[src/rtl/rf_ctrl_pkg.sv]
// Shared types and constants for the register-file control slice.
package rf_ctrl_pkg;

  localparam int XLEN     = 32;
  localparam int RA_W     = 5;
  localparam int NUM_REGS = 32;

  typedef struct packed {
    logic [RA_W-1:0] addr;
    logic [XLEN-1:0] data;
  } wb_req_t;

  typedef logic [NUM_REGS-1:0] pend_mask_t;

  // Next round-robin pointer after granting index idx out of n sources.
  function automatic int wrap_inc(input int idx, input int n);
    return (idx >= n - 1) ? 0 : idx + 1;
  endfunction

endpackage

[src/rtl/rr_arbiter.sv]
// Combinational round-robin arbiter: searches req starting at ptr,
// wrapping mod NUM_REQ, and grants the first requester when en is high.
module rr_arbiter #(
  parameter int NUM_REQ = 3,
  parameter int PTR_W   = (NUM_REQ > 1) ? $clog2(NUM_REQ) : 1
) (
  input  logic [NUM_REQ-1:0] req,
  input  logic               en,
  input  logic [PTR_W-1:0]   ptr,
  output logic [NUM_REQ-1:0] gnt,
  output logic [PTR_W-1:0]   gnt_idx,
  output logic               gnt_any
);

  // Priority search from ptr; only the first valid source in rotated order wins.
  always_comb begin
    automatic int  k;
    automatic logic found;
    gnt     = '0;
    gnt_idx = '0;
    gnt_any = 1'b0;
    found   = 1'b0;
    for (int i = 0; i < NUM_REQ; i++) begin
      k = i + int'(ptr);
      if (k >= NUM_REQ) k = k - NUM_REQ;
      if (!found && req[k]) begin
        found   = 1'b1;
        gnt[k]  = en;
        gnt_idx = k[PTR_W-1:0];
      end
    end
    gnt_any = found & en;
  end

endmodule

[src/rtl/rf_wb_arbiter.sv]
// Register-file write-port arbiter: round-robin among NUM_REQ writeback
// sources, one registered output stage, and a pending-write scoreboard.
// Optional macro RF_WB_BYPASS_EN adds two read-forwarding ports that expose
// the write committing at the coming edge.
module rf_wb_arbiter
  import rf_ctrl_pkg::*;
#(
  parameter int NUM_REQ = 3,
  parameter int XLEN    = rf_ctrl_pkg::XLEN,
  parameter int RA_W    = rf_ctrl_pkg::RA_W
) (
  input  logic                    clk,
  input  logic                    rst,
  input  logic [NUM_REQ-1:0]      req_valid,
  output logic [NUM_REQ-1:0]      req_ready,
  input  logic [NUM_REQ*RA_W-1:0] req_addr,
  input  logic [NUM_REQ*XLEN-1:0] req_data,
  input  logic                    wb_hold,
  input  logic                    issue_valid,
  input  logic [RA_W-1:0]         issue_rd,
  output logic                    rf_we,
  output logic [RA_W-1:0]         rf_addr,
  output logic [XLEN-1:0]         rf_wdata,
`ifdef RF_WB_BYPASS_EN
  input  logic [RA_W-1:0]         rd_a1,
  input  logic [RA_W-1:0]         rd_a2,
  input  logic [XLEN-1:0]         rf_rd1,
  input  logic [XLEN-1:0]         rf_rd2,
  output logic [XLEN-1:0]         fwd_rd1,
  output logic [XLEN-1:0]         fwd_rd2,
`endif
  output logic [31:0]             pend_mask
);

  localparam int PTR_W = (NUM_REQ > 1) ? $clog2(NUM_REQ) : 1;

  logic [PTR_W-1:0] rr_ptr_q, rr_ptr_d;
  logic             stage_valid_q, stage_valid_d;
  logic [RA_W-1:0]  stage_addr_q, stage_addr_d;
  logic [XLEN-1:0]  stage_data_q, stage_data_d;
  pend_mask_t       pend_q, pend_d;

  logic             stage_free;
  logic [NUM_REQ-1:0] gnt;
  logic [PTR_W-1:0] gnt_idx;
  logic             accept;
  logic [RA_W-1:0]  sel_addr;
  logic [XLEN-1:0]  sel_data;

  // A held stage that still holds a write blocks new grants.
  assign stage_free = ~stage_valid_q | ~wb_hold;

  rr_arbiter #(
    .NUM_REQ (NUM_REQ),
    .PTR_W   (PTR_W)
  ) u_arb (
    .req     (req_valid),
    .en      (stage_free),
    .ptr     (rr_ptr_q),
    .gnt     (gnt),
    .gnt_idx (gnt_idx),
    .gnt_any (accept)
  );

  assign req_ready = gnt;

  // One-hot mux of the granted source's address and data.
  always_comb begin
    sel_addr = '0;
    sel_data = '0;
    for (int i = 0; i < NUM_REQ; i++) begin
      if (gnt[i]) begin
        sel_addr = req_addr[i*RA_W +: RA_W];
        sel_data = req_data[i*XLEN +: XLEN];
      end
    end
  end

  // Output stage is transparent to the register file unless held.
  assign rf_we    = stage_valid_q & ~wb_hold;
  assign rf_addr  = stage_valid_q ? stage_addr_q : '0;
  assign rf_wdata = stage_valid_q ? stage_data_q : '0;

  // Stage load/drain and pointer rotation; x0 writes are accepted but dropped.
  always_comb begin
    stage_valid_d = stage_valid_q;
    stage_addr_d  = stage_addr_q;
    stage_data_d  = stage_data_q;
    rr_ptr_d      = rr_ptr_q;
    if (accept) begin
      stage_valid_d = (sel_addr != '0);
      stage_addr_d  = sel_addr;
      stage_data_d  = sel_data;
      rr_ptr_d      = PTR_W'(wrap_inc(int'(gnt_idx), NUM_REQ));
    end else if (rf_we) begin
      stage_valid_d = 1'b0;
    end
  end

  // Scoreboard: commit clears, issue sets; a same-cycle issue wins over the clear.
  always_comb begin
    pend_d = pend_q;
    if (rf_we) pend_d[rf_addr] = 1'b0;
    if (issue_valid && issue_rd != '0) pend_d[issue_rd] = 1'b1;
    pend_d[0] = 1'b0;
  end

  assign pend_mask = pend_q;

  // State registers; reset discards any in-flight staged write.
  always_ff @(posedge clk or negedge rst) begin
    if (!rst) begin
      rr_ptr_q      <= '0;
      stage_valid_q <= 1'b0;
      stage_addr_q  <= '0;
      stage_data_q  <= '0;
      pend_q        <= '0;
    end else begin
      rr_ptr_q      <= rr_ptr_d;
      stage_valid_q <= stage_valid_d;
      stage_addr_q  <= stage_addr_d;
      stage_data_q  <= stage_data_d;
      pend_q        <= pend_d;
    end
  end

`ifdef RF_WB_BYPASS_EN
  // Forward the committing write to decode's read operands.
  assign fwd_rd1 = (rf_we && rf_addr == rd_a1 && rd_a1 != '0) ? rf_wdata : rf_rd1;
  assign fwd_rd2 = (rf_we && rf_addr == rd_a2 && rd_a2 != '0) ? rf_wdata : rf_rd2;
`endif

endmodule

[config.mk]
export PLATFORM = sky130hd
export DESIGN_NAME = rf_wb_arbiter
export DESIGN_NICKNAME = d
export VERILOG_FILES = /design/src/rtl/rf_ctrl_pkg.sv /design/src/rtl/rr_arbiter.sv /design/src/rtl/rf_wb_arbiter.sv
export SDC_FILE = /design/constraint.sdc
export NUM_CORES = 1
export LEC_CHECK = 0
export CAP_MARGIN = 20
export CELL_PAD_IN_SITES_DETAIL_PLACEMENT = 0
export CELL_PAD_IN_SITES_GLOBAL_PLACEMENT = 1
export CORE_UTILIZATION = 45
export DETAILED_ROUTE_END_ITERATION = 8
export DONT_BUFFER_PORTS = 1
export GPL_TIMING_DRIVEN = 0
export PLACE_DENSITY = 0.77
export SLEW_MARGIN = 10
export SYNTH_ARGS = -nofsm -noshare
export SYNTH_HDL_FRONTEND = slang
export SYNTH_SLANG_ARGS = --single-unit
export TNS_END_PERCENT = 1
[constraint.sdc]
create_clock -name clk -period 3.1 [get_ports clk]
set_input_delay 0.31 -clock clk [delete_from_list [all_inputs] [get_ports clk]]
set_output_delay 0.31 -clock clk [all_outputs]
set_load 0.005 [all_outputs]
# Yosys cells after proc, flatten, opt, wreduce, memory -nomap -nowiden
# Index checks and enable logic that the tools add are counted.
dict set report op_classes {
  reduce_logical 13
  bitwise 9
  add_sub_neg 6
  n_mux 46
  magnitude_cmp 14
}
# operator count
set ops {}
lappend ops {{$mux 32} 9}
lappend ops {{$ge 32x1->1 const B} 3}
lappend ops {{$lt 32x4->1 const B} 3}
lappend ops {{$ge 32x3->1 const B} 2}
lappend ops {{$sub 32x3->32 const B} 2}
lappend ops {{$and 32x32->32} 1}
lappend ops {{$not 32->32} 1}
lappend ops {{$or 32x32->32} 1}
lappend ops {{$mux 5} 4}
lappend ops {{$mux 1} 16}
lappend ops {{$lt 5x6->1 const B} 2}
lappend ops {{$demux 1 s5} 2}
lappend ops {{$ge 5x1->1 const B} 2}
lappend ops {{$reduce_bool 5->1} 2}
lappend ops {{$mux 3} 3}
lappend ops {{$logic_and 1x1->1} 8}
lappend ops {{$mux 2} 4}
lappend ops {{$bmux 1 s2} 3}
lappend ops {{$bwmux 3} 2}
lappend ops {{$demux 1 s2} 3}
lappend ops {{$ge 2x2->1 const B} 2}
lappend ops {{$add 1x2->3 const A} 1}
lappend ops {{$add 2x2->3 const A} 1}
lappend ops {{$and 3x3->3} 1}
lappend ops {{other kinds (7)} 10}
dict set report totals {
  reg_bits 71
  out_inout_bits 73
  in_bits 123
}

# Logic depth before layout (Yosys ltp)
dict set report logic_depth {
  word_depth 17
  ltp_mapped 12
  mapped_depth_nobuf 10
}

# Cells and area by module
# Synthesis repeated with hierarchy kept, for this count alone.
dict set report unflattened {
  cells_unflattened 447
  hier_area_um2 4229.1
}
# mod n_inst area_per_inst_um2 seq_area_each_um2 cells_per_inst
set by_module_without_submodules {}
lappend by_module_without_submodules {rf_wb_arbiter 1 3771.1 1776.7 390}
lappend by_module_without_submodules {rr_arbiter 1 457.9 0.0 57}

# Worst setup path before layout
# OpenSTA, ideal clock, no wires.
dict set report synth_timing {
  path_kind {register -> register}
  from {reg rr_ptr_q[0]}
  to {reg stage_valid_q}
  n_path_buf 1
  t_required_ns 2.964
  arrival_ns 2.480
  setup_ns 0.136
  slack_ns 0.484
  stages_incl_launch_ff 11
  path_cell_list {dfrtp_1 > inv_1 > ha_1 > buf_6 > mux2i_1 > o22ai_1 > or4b_4 > and2_1 > a311o_1 > a22oi_2 > nand4_1}
}
dict set report synth_via {
  elab_chain_cells 17
  word_cells_on_any_way 55
  classes_between {add/sub: 5; order compare: 9; mux: 30; bitwise: 2; reduce/logical: 9}
}
# element line
set synth_lines {}
lappend synth_lines {{from (decl)} rf_wb_arbiter.sv:37} ;# logic [PTR_W-1:0] rr_ptr_q, rr_ptr_d;
lappend synth_lines {{from (signal assigned)} rf_wb_arbiter.sv:119} ;# rr_ptr_q <= rr_ptr_d;
lappend synth_lines {{branches (longest 17 deep; another with $sub 32x3->32)} --}
lappend synth_lines {{to (signal assigned)} rf_wb_arbiter.sv:120} ;# stage_valid_q <= stage_valid_d;
lappend synth_lines {{to (decl)} rf_wb_arbiter.sv:38} ;# logic stage_valid_q, stage_valid_d;
# Several ways; the timed one is not identified. The select of a mux whose other input is x is not followed.
# A chain may end at the register's enable or synchronous reset.

# Worst setup path in the final report
dict set report layout_timing {
  from {reg rr_ptr_q[0]}
  to {out req_ready[1]}
}
dict set report layout_via {
  elab_chain_cells 12
  word_cells_on_any_way 47
  classes_between {add/sub: 5; order compare: 9; mux: 25; bitwise: 1; reduce/logical: 7}
}
# element line
set layout_lines {}
lappend layout_lines {{branches (longest 11 deep; another with $sub 32x3->32)} --}
lappend layout_lines {{$mux 3 *} rr_arbiter.sv:26} ;# if (!found && req[k]) begin
lappend layout_lines {{to (decl)} rf_wb_arbiter.sv:15} ;# output logic [NUM_REQ-1:0] req_ready,
# Mark *: on every way between the ends. The select of a mux whose other input is x is not followed.

==> results.cfg <==
[power]
powerDensity_nw_per_um2 = 1140
p_total_uw = 5060
netSwitchingFraction = 0.419
leakage_uw = 0.00181
power_frac_comb = 0.497
internal_power_uw = 2940
peakVddDrop_v = 0.000417
p_sw_uw = 2120
clockPowerShare = 0.169
power_frac_seq = 0.335

[flow_run]
maxCapViolations = 0

[yosys]
synth.distinct_cells = 47
async_flop_share = 1.00
syn_nets = 563
ys_warn_count = 0
netlist_area_um2 = 3970
synth_cells = 436
synth_ff_type = dfrtp_1
syn_avg_cell_area_um2 = 9.10
synth_edf_count = 0
ys_seq_area_frac = 0.448
ys_seq_elements = 71

[place]
io_buffers = 0
place.gp.congestion = 0.888
pre_cts_slack_ns = -0.0126
dp.cells = 541
hpwlAfterDp_um = 8980

[drt]
drt_iter0_markers = 182
drc_errors = 0
firstDrtPassIters = 4
num_vias = 3566
viasPerCell = 6.32
detail-route-antenna-nets = 0
routedWlPerCell_um = 21.6
wl_um = 12200

[die]
num_rows = 33
coreArea_um2 = 8380
dieArea_um2 = 9200
io_pins = 196
initial_core_util = 0.473
die_height_um = 95.9
die_x_um = 95.9

[cells_and_area]
final_cells = 564
antennaDiodeCount = 0
multi_input_comb_area_um2 = 2040
seqCellArea_um2 = 1780
layout-drive-gt1-share = 0.115
syn_to_final_growth_pct = 12.2
fin_util = 0.531
nets = 581
n_fill_cell = 799

[sta]
max_freq_ghz = 0.336
finalSetupViolCount = 0
skew_ns = 0.0136
finalHoldViolations = 0
rsz0062_at_grt = false
final_max_slew_viol_count = 0
tns_ns = 0
max_slew_margin = 0.463
final.min_clock_period_ns = 2.98
fin_crit_sh = 0.961
worst_pin_slew_ns = 0.798
setup_ws_ns = 0.120

[global_route]
grt_pass1_wl_um = 17900
grt_max_degree = 72
grt_antenna_before_repair = 0
grt_pass1_vias = 3374
grt_overflow = 0
track_usage = 0.261

[cts]
cts.sinks = 71
cts_tree = built
cts_root_buffer = clkbuf_8
insertion_delay_ns = 0.35
path_clk_slew_ns = 0.09
htreeDepth = 3
cts_buffers = 9
clock_path_buffers = 2

[worst_setup_path]
worst-path-max-fanout = 10
worst_r2r_path_depth = 11
crit_required_ns = 2.79
rrSetupSlack_ns = 0.14
crit_type = register to primary output
cp.arrival_ns = 2.67
worstSetupStartpointType = register
endpoint_kind = primary output

[hold_path]
hold_depth = 1
hold_path.class = primary input to register

[status]
status = finished, final reports clean
[logic make-up (layout without fill, tap and decap cells)]
logic type,Yosys count,in the layout,synth area share
adder cells (fa/ha/maj),4,4,0.0126
flip-flops,71,71,0.448
AND/OR/NAND/NOR,165,165,0.217
AO/OA/AOI/OAI,153,153,0.256
other,1,1,0.000945
multiplexers,6,6,0.0155
buffers and inverters,36,59,0.0498
[metal layers]
layer	share of wire	track usage	vias to the layer above	wire length, µm
li1	-	-	1635	-
met1	0.43	0.351	1766	5200
met2	0.49	0.423	154	5930
met3	0.075	0.0537	11	911
met4	0.011	0.0796	0	135
met5	0	0	-	0
[state kept, by name, summed over array words and instances (netlist names)]
signal,cells
pend_mask,31
rr_ptr_q,2
stage_addr_q,5
stage_data_q,32
stage_valid_q,1
[Yosys cell counts (2+ instances only)]
master	number	area share
a21oi_1	35	0.044
a22o_1	2	0.0044
nand3_1	38	0.048
or3_1	5	0.0079
and2_1	37	0.058
nand2b_1	3	0.0047
buf_6	7	0.020
o211a_1	2	0.0050
nand3b_1	8	0.015
o21ai_0	64	0.081
mux2i_1	5	0.013
nor3_1	2	0.0025
buf_2	3	0.0038
a32o_1	3	0.0076
nand2_1	53	0.050
a32oi_1	2	0.0044
inv_1	7	0.0066
nor2_1	9	0.0085
clkbuf_1	12	0.011
dfrtp_1	71	0.45
ha_1	4	0.013
buf_1	5	0.0047
or3b_2	3	0.0066
a221o_1	32	0.081
a311o_1	2	0.0050
[cells in the final DEF (no fill, tap or decap), drive strengths merged, types with 2 or more instances in the layout]
cell	Yosys	final
a21oi	35	35
a221o	32	32
a22o	3	3
a311o	2	2
a32o	3	3
a32oi	2	2
and2	37	37
buf	16	22
bufinv	0	2
clkbuf	12	22
clkinv	0	2
dfrtp	71	71
ha	4	4
inv	8	10
mux2i	5	5
nand2	53	53
nand2b	3	3
nand3	38	38
nand3b	8	8
nor2	9	9
nor3	2	2
o211a	2	2
o21ai	66	66
or3	5	5
or3b	3	3
[path summary, 6_finish.rpt]
kind                                 startpoint          endpoint
worst max-delay path                rr_ptr_q[0]      req_ready[1]
worst min-delay path               req_data[85]  stage_data_q[21]
worst max register to register      rr_ptr_q[0]     stage_valid_q
worst min register to register  stage_data_q[2]   stage_data_q[2]
max in group asynchronous                   rst       rr_ptr_q[0]
min in group asynchronous                   rst     pend_mask[25]
[repair_timing]
item	CTS	global route
setup endpoints to repair	12	39
endpoints found under the hold margin	71	0
cloned	0	0
hold buffers	2	0
setup buffers	0	5
pin swaps	0	2
resized for setup	3	9
[power by group through the flow]
stage	logic (µW)	registers, µW	clock network [µW]
after detailed placement	2390	1710	0
after global routing	2800	1750	901
after CTS	2440	1690	870
after global placement	2330	1690	0
final	2510	1690	853
after floorplan	1870	1600	0
[metrics by stage]
step | hold slack [ns] | instance area [µm²]
3_5_place_dp | 0.0161 | 4100
4_1_cts | 0.0910 | 4370
2_1_floorplan | 0.0144 | 3970
5_1_grt | 0.0873 | 4450
3_3_place_gp | 0.0161 | 4100
6_report | 0.0961 | 4450
[worst max-delay path, stage by stage, from the launching register on]
cell and delay [ns]:
dfrtp_2 0.42, inv_1 0.07, ha_1 0.30, buf_6 0.14, mux2i_1 0.13, o22ai_2 0.23, or4b_4 0.50, a21o_4 0.26
inv_6 0.11, buf_6 0.15
[cell type report]
cell class,count,share of cell area
Buffer,28,0.0377
Clock buffer,10,0.0309
Clock inverter,6,0.0205
Inverter,8,0.00787
Multi-Input combinational cell,329,0.457
Sequential cell,71,0.399
Tap cell,105,0.0295
Timing Repair Buffer,7,0.0169
Power figures use the tool's default switching activity.
